### config.mk
export PLATFORM = sky130hd
export DESIGN_NAME = sfx_voice_mixer
export DESIGN_NICKNAME = d
export VERILOG_FILES = /design/src/rtl/sfx_pkg.sv /design/src/rtl/sfx_voice_ctrl.sv /design/src/rtl/sfx_voice_mixer.sv
export SDC_FILE = /design/constraint.sdc
export NUM_CORES = 1
export LEC_CHECK = 0
export BUFFER_PORTS_ARGS = -buffer_cell sky130_fd_sc_hd__buf_2
export CAP_MARGIN = 20
export CORE_MARGIN = 1.5
export CORE_UTILIZATION = 35
export CTS_CLUSTER_SIZE = 10
export DETAILED_ROUTE_END_ITERATION = 10
export GPL_ROUTABILITY_DRIVEN = 0
export SETUP_SLACK_MARGIN = 0.1
export SLEW_MARGIN = 20
export SYNTH_ARGS = -nofsm -noshare
export SYNTH_HDL_FRONTEND = slang
export SYNTH_SLANG_ARGS = --single-unit
### constraint.sdc
create_clock -name CLOCK_50 -period 12.5 [get_ports CLOCK_50]
set_clock_uncertainty 0.2 [all_clocks]
set_input_delay 1.25 -clock CLOCK_50 [delete_from_list [all_inputs] [get_ports CLOCK_50]]
set_output_delay 1.25 -clock CLOCK_50 [all_outputs]
set_load 0.01 [all_outputs]
### src/rtl/sfx_pkg.sv
// Shared types and constants for the sound-effect voice mixer.
package sfx_pkg;

    typedef enum logic [1:0] {
        IDLE  = 2'd0,
        FETCH = 2'd1,
        OUT   = 2'd2
    } mix_state_t;

    // Each voice's gain field is an arithmetic right shift of 0..3.
    localparam int GAIN_W = 2;

    function automatic longint sat_hi(input int out_w);
        return (longint'(1) <<< (out_w - 1)) - longint'(1);
    endfunction

    function automatic longint sat_lo(input int out_w);
        return -(longint'(1) <<< (out_w - 1));
    endfunction

endpackage

### src/rtl/sfx_voice_ctrl.sv
// One voice: trigger edge capture, pending restart flag, clip position and active flag.
module sfx_voice_ctrl #(
    parameter int ADDR_W    = 12,
    parameter int VOICE_LEN = 4096
) (
    input  logic              CLOCK_50,
    input  logic              resetn,
    input  logic              trigger,
    input  logic              loop_en,
    input  logic              update,
    output logic              active,
    output logic [ADDR_W-1:0] pos
);

    logic trigger_q;
    logic pending;
    logic trigger_rise;

    assign trigger_rise = trigger & ~trigger_q;

    always_ff @(posedge CLOCK_50 or negedge resetn) begin
        if (!resetn) begin
            trigger_q <= 1'b0;
            pending   <= 1'b0;
            active    <= 1'b0;
            pos       <= '0;
        end else begin
            trigger_q <= trigger;
            // An edge arriving in the update cycle itself survives into the next frame.
            pending   <= trigger_rise | (pending & ~update);
            if (update) begin
                if (pending) begin
                    pos    <= '0;
                    active <= 1'b1;
                end else if (active && pos == ADDR_W'(VOICE_LEN - 1)) begin
                    pos    <= '0;
                    active <= loop_en;
                end else if (active) begin
                    pos <= pos + ADDR_W'(1);
                end
            end
        end
    end

endmodule

### src/rtl/sfx_voice_mixer.sv
// Time-multiplexed voice fetch, gain scaling and saturating mix; one sample per frame
// to the audio controller. Handshake: a write happens in the OUT cycle where audio_out_allowed=1.
module sfx_voice_mixer
    import sfx_pkg::*;
#(
    parameter int NUM_VOICES = 4,
    parameter int SAMPLE_W   = 8,
    parameter int OUT_W      = 16,
    parameter int ADDR_W     = 12,
    parameter int VOICE_LEN  = 4096,
    localparam int VIDX_W    = (NUM_VOICES > 1) ? $clog2(NUM_VOICES) : 1
) (
    input  logic                         CLOCK_50,
    input  logic                         resetn,
    input  logic [NUM_VOICES-1:0]        trigger,
    input  logic [NUM_VOICES-1:0]        loop_en,
    input  logic [GAIN_W*NUM_VOICES-1:0] gain,
    input  logic                         mute,
    output logic [VIDX_W+ADDR_W-1:0]     rom_addr,
    input  logic [SAMPLE_W-1:0]          rom_data,
    input  logic                         audio_out_allowed,
    output logic                         write_audio_out,
    output logic [OUT_W-1:0]             audio_out,
    output logic [NUM_VOICES-1:0]        voice_active,
    output logic [1:0]                   state_dbg
);

    localparam int K_W      = $clog2(NUM_VOICES + 1);
    localparam int ACC_W    = OUT_W + $clog2(NUM_VOICES) + 1;
    localparam int SHIFT_UP = OUT_W - SAMPLE_W;
    localparam logic signed [ACC_W-1:0] SAT_HI = ACC_W'(sat_hi(OUT_W));
    localparam logic signed [ACC_W-1:0] SAT_LO = ACC_W'(sat_lo(OUT_W));

    mix_state_t state, state_next;
    logic [K_W-1:0]            k;
    logic signed [ACC_W-1:0]   acc, acc_next, contrib;
    logic signed [SAMPLE_W-1:0] rom_sample;
    logic signed [OUT_W-1:0]   sample_ext, scaled;
    logic [GAIN_W-1:0]         cur_gain;
    logic                      cur_active;
    logic [OUT_W-1:0]          sat_val;
    logic [ADDR_W-1:0]         voice_pos [NUM_VOICES];

    for (genvar g = 0; g < NUM_VOICES; g++) begin : g_voice
        sfx_voice_ctrl #(.ADDR_W(ADDR_W), .VOICE_LEN(VOICE_LEN)) u_voice (
            .CLOCK_50 (CLOCK_50),
            .resetn   (resetn),
            .trigger  (trigger[g]),
            .loop_en  (loop_en[g]),
            .update   (write_audio_out),
            .active   (voice_active[g]),
            .pos      (voice_pos[g])
        );
    end

    assign write_audio_out = (state == OUT) && audio_out_allowed;
    assign state_dbg       = state;
    assign rom_sample      = rom_data;

    always_ff @(posedge CLOCK_50 or negedge resetn) begin
        if (!resetn) state <= IDLE;
        else         state <= state_next;
    end

    always_comb begin
        state_next = state;
        case (state)
            IDLE:    if (audio_out_allowed) state_next = FETCH;
            FETCH:   if (k == K_W'(NUM_VOICES)) state_next = OUT;
            OUT:     if (audio_out_allowed) state_next = IDLE;
            default: state_next = IDLE;
        endcase
    end

    always_comb begin
        rom_addr = '0;
        if (state == FETCH) begin
            for (int i = 0; i < NUM_VOICES; i++) begin
                if (k == K_W'(i)) rom_addr = {VIDX_W'(i), voice_pos[i]};
            end
        end
    end

    // rom_data in slot k belongs to the address issued in slot k-1.
    always_comb begin
        cur_gain   = '0;
        cur_active = 1'b0;
        for (int i = 0; i < NUM_VOICES; i++) begin
            if (k == K_W'(i + 1)) begin
                cur_gain   = gain[GAIN_W*i +: GAIN_W];
                cur_active = voice_active[i];
            end
        end
        sample_ext = OUT_W'(rom_sample);
        scaled     = sample_ext <<< SHIFT_UP;
        scaled     = scaled >>> cur_gain;
        contrib    = cur_active ? ACC_W'(scaled) : '0;
        acc_next   = (k != '0) ? acc + contrib : acc;
        if (acc_next > SAT_HI)      sat_val = SAT_HI[OUT_W-1:0];
        else if (acc_next < SAT_LO) sat_val = SAT_LO[OUT_W-1:0];
        else                        sat_val = acc_next[OUT_W-1:0];
    end

    always_ff @(posedge CLOCK_50 or negedge resetn) begin
        if (!resetn) begin
            k         <= '0;
            acc       <= '0;
            audio_out <= '0;
        end else begin
            case (state)
                IDLE: begin
                    if (audio_out_allowed) begin
                        k   <= '0;
                        acc <= '0;
                    end
                end
                FETCH: begin
                    acc <= acc_next;
                    k   <= k + K_W'(1);
                    // Latched on OUT entry so the sample is stable through any stall.
                    if (k == K_W'(NUM_VOICES)) audio_out <= mute ? '0 : sat_val;
                end
                default: ;
            endcase
        end
    end

endmodule

==> flow_metrics.py <==
metrics = {
    "status": {
        "outcome": "finished clean",
    },
    "critical_path": {
        "regToRegEndpoint": "audio_out[11]",
        "ff2ff_path_depth": 17,
        "crit_type": "register to register",
        "end_kind": "register",
        "cp_max_fo": 20,
        "required_ns": 12.54,
        "start_kind": "register",
        "cp_data_arrival_time_ns": 5.84,
        "rrSetupSlack_ns": 6.70,
        "r2r_start": "k[2]",
    },
    "clocking": {
        "cts_tree": "built",
        "cts_max_level": 3,
        "numCtsBuffers": 9,
        "cts_root_buf": "clkbuf_16",
        "clkLatencyLatePin_ns": 0.35,
        "cts_hold_buf": 0,
        "path_clk_slew_ns": 0.07,
        "clk_path_buf_depth": 2,
        "numClockSinks": 91,
        "cts.repair_timing.setup_buffer_count": 0,
        "cts_resized": 0,
    },
    "floorplan": {
        "die-area_um2": 17000,
        "num_rows": 46,
        "ios": 65,
        "die-width_um": 130,
        "start_util": 0.357,
        "coreArea_um2": 15900,
        "die_h_um": 130,
    },
    "synth": {
        "async_flop_share": 1.00,
        "synth_area_leaders": "dfrtp_1 (40%), nand2_1 (6.3%), nor2_1 (5.5%), ha_1 (4.9%), o21ai_0 (4.5%)",
        "synth_nets": 700,
        "syn_area_um2": 5670,
        "synth_enable_flop_cells": 0,
        "synthCells": 649,
        "synth_cell_types": 50,
        "synth-seq-cells": 91,
        "postSynthAreaPerCell_um2": 8.74,
        "yosysWarnings": 0,
        "synth_top_area_cell": "dfrtp_1",
        "synth-main-ff-cell": "dfrtp_1",
        "ys_seq_area_frac": 0.402,
        "synth_top_area_frac": 0.402,
    },
    "layout": {
        "final_common_cell": "nand2_1",
        "final_cell_mix": "nand2_1 (95), dfrtp_1 (91), nor2_1 (83)",
        "area.sequential_um2": 2280,
        "stdcell_count": 911,
        "nets": 742,
        "drive_gt1_frac": 0.137,
        "fill_cells": 1637,
        "multi_input_area_um2": 3180,
        "diodes": 0,
        "areaGrowthSynthToFinish_pct": 12.7,
    },
    "timing": {
        "tightestPinTransition_ns": 1.04,
        "fmax_mhz": 172,
        "grt_setup_unrepaired": "false",
        "tns_ns": 0,
        "drv_slew": 0,
        "setup_violations": 0,
        "hold_viol": 0,
        "worst_slack_ns": 6.70,
        "max_slew_margin": 0.300,
        "period_minus_slack_ns": 5.80,
        "period_share": 0.464,
    },
    "placement": {
        "dp_cells": 896,
        "hpwl_mm": 11.0,
        "post-place-ws_ns": 6.68,
        "portBuffers": 64,
    },
    "drt": {
        "routed.top_layer": "met4",
        "vias": 4898,
        "drt_iter0_markers": 288,
        "wl_met3_um": 573,
        "met1_length_mm": 6.65,
        "ant_nets": 0,
        "wl_per_cell_um": 16.2,
        "wl_met2_mm": 7.20,
        "drt_wl_total_mm": 14.7,
        "via_per_inst": 5.38,
        "first_pass_iters": 5,
        "drc": 0,
    },
    "hold_path": {
        "worst_hold_path_type": "register to register",
        "min_path_cells": 1,
        "min_to": "g_voice[0].u_voice.pending",
        "hp-start": "g_voice[0].u_voice.trigger_q",
    },
    "power_and_ir_drop": {
        "p_leak_nw": 2.94,
        "vdd_ir_drop_max_mv": 0.0883,
        "powerDensity_nw_per_um2": 207,
    },
    "flow_run": {
        "maxCapViolCount": 0,
    },
    "global_routing": {
        "antenna_found_initial": 0,
        "overflow": 0,
        "first_global_vias": 4705,
        "track_usage": 0.183,
        "grt_pass1_wl_mm": 24.0,
        "grt_max_degree": 49,
    },
}
-- where the power goes --
part	internal, mW	switching, mW
Clock	0.136	0.124
Sequential	0.354	0.0643
Combinational	0.237	0.405
-- registers in the layout, indices dropped and copies added, names as in the netlist --
signal and cells:
audio_out 12, g_voice.u_voice.active 4, g_voice.u_voice.pending 4, k 3, state_dbg 2, g_voice.u_voice.trigger_q 4
g_voice.u_voice.pos 48, acc 14
-- how the worst max path moves through the flow --
| stage | from | to | slack (ns) | cells past startpoint |
|---|---|---|---|---|
| after floorplan | gain[0] | audio_out[11] | 7.71 | 18 |
| after global placement | gain[0] | audio_out[10] | 6.92 | 18 |
| after detailed placement | k[2] | audio_out[11] | 6.68 | 15 |
| after CTS | k[2] | audio_out[11] | 6.65 | 15 |
| after global routing | k[2] | audio_out[11] | 6.18 | 18 |
| final | k[2] | audio_out[11] | 6.70 | 17 |
-- cells in the mapped netlist, drive strengths merged (9+ instances only) --
master   n
nor3    12
nor2b    9
a211oi  14
o22a    12
dfrtp   91
nand4   10
ha      22
nand2   95
nand3   17
inv     13
a22oi   13
xor2    27
mux2i   17
clkbuf  21
o311ai   9
xnor2   11
and3     9
o21ai   59
a21oi   27
buf     15
nor2    83
-- critical path, cell delays in order, from the launching register on --
cell,delay [ns]
dfrtp_1,0.52
inv_1,0.22
ha_1,0.82
o21ai_0,0.21
a21oi_1,0.83
mux2i_1,0.33
nor2_1,0.07
a31oi_1,0.17
nor2_1,0.08
ha_1,0.38
a211oi_1,0.29
nor2_1,0.11
o21ai_1,0.26
o21ai_1,0.13
xnor2_1,0.13
o21ai_1,0.32
a31oi_4,0.24
o311ai_1,0.36
-- metrics by stage --
| stage | util | area, um^2 | power [mW] | hold WS (ns) |
|---|---|---|---|---|
| floorplan | - | 5670 | 0.908 | 0.200 |
| CTS | 0.402 | 6390 | 1.33 | 0.233 |
| global placement | 0.385 | 6110 | 1.04 | 0.212 |
| detailed placement | 0.385 | 6110 | 1.06 | 0.225 |
| finish | 0.402 | 6390 | 1.32 | 0.225 |
| global route | 0.402 | 6390 | 1.43 | 0.262 |
-- cells by family after synthesis --
logic type,after synthesis,synth area share
AOI/OAI and AO/OA,171,0.204
xor gates and xnor gates,38,0.0600
adders and majority gates,23,0.0521
buffers and inverters,49,0.0393
DFF,91,0.401
muxes,19,0.0379
and+or+nand+nor,258,0.205
-- cell type report --
cell class,count,share of cell area
clock buffer,9,0.0352
clock inverter,6,0.00764
inverter,13,0.00764
multi-input combinational,509,0.497
sequential,91,0.356
tap,216,0.0423
timing repair buffer,67,0.0540
-- metal layers --
layer / vias to the layer above / global-route usage
li1: 2390 / -
met5: - / 0
met4: 0 / 0.0680
met1: 2366 / 0.234
met3: 21 / 0.0258
met2: 121 / 0.315
Power figures use the tool's default switching activity.
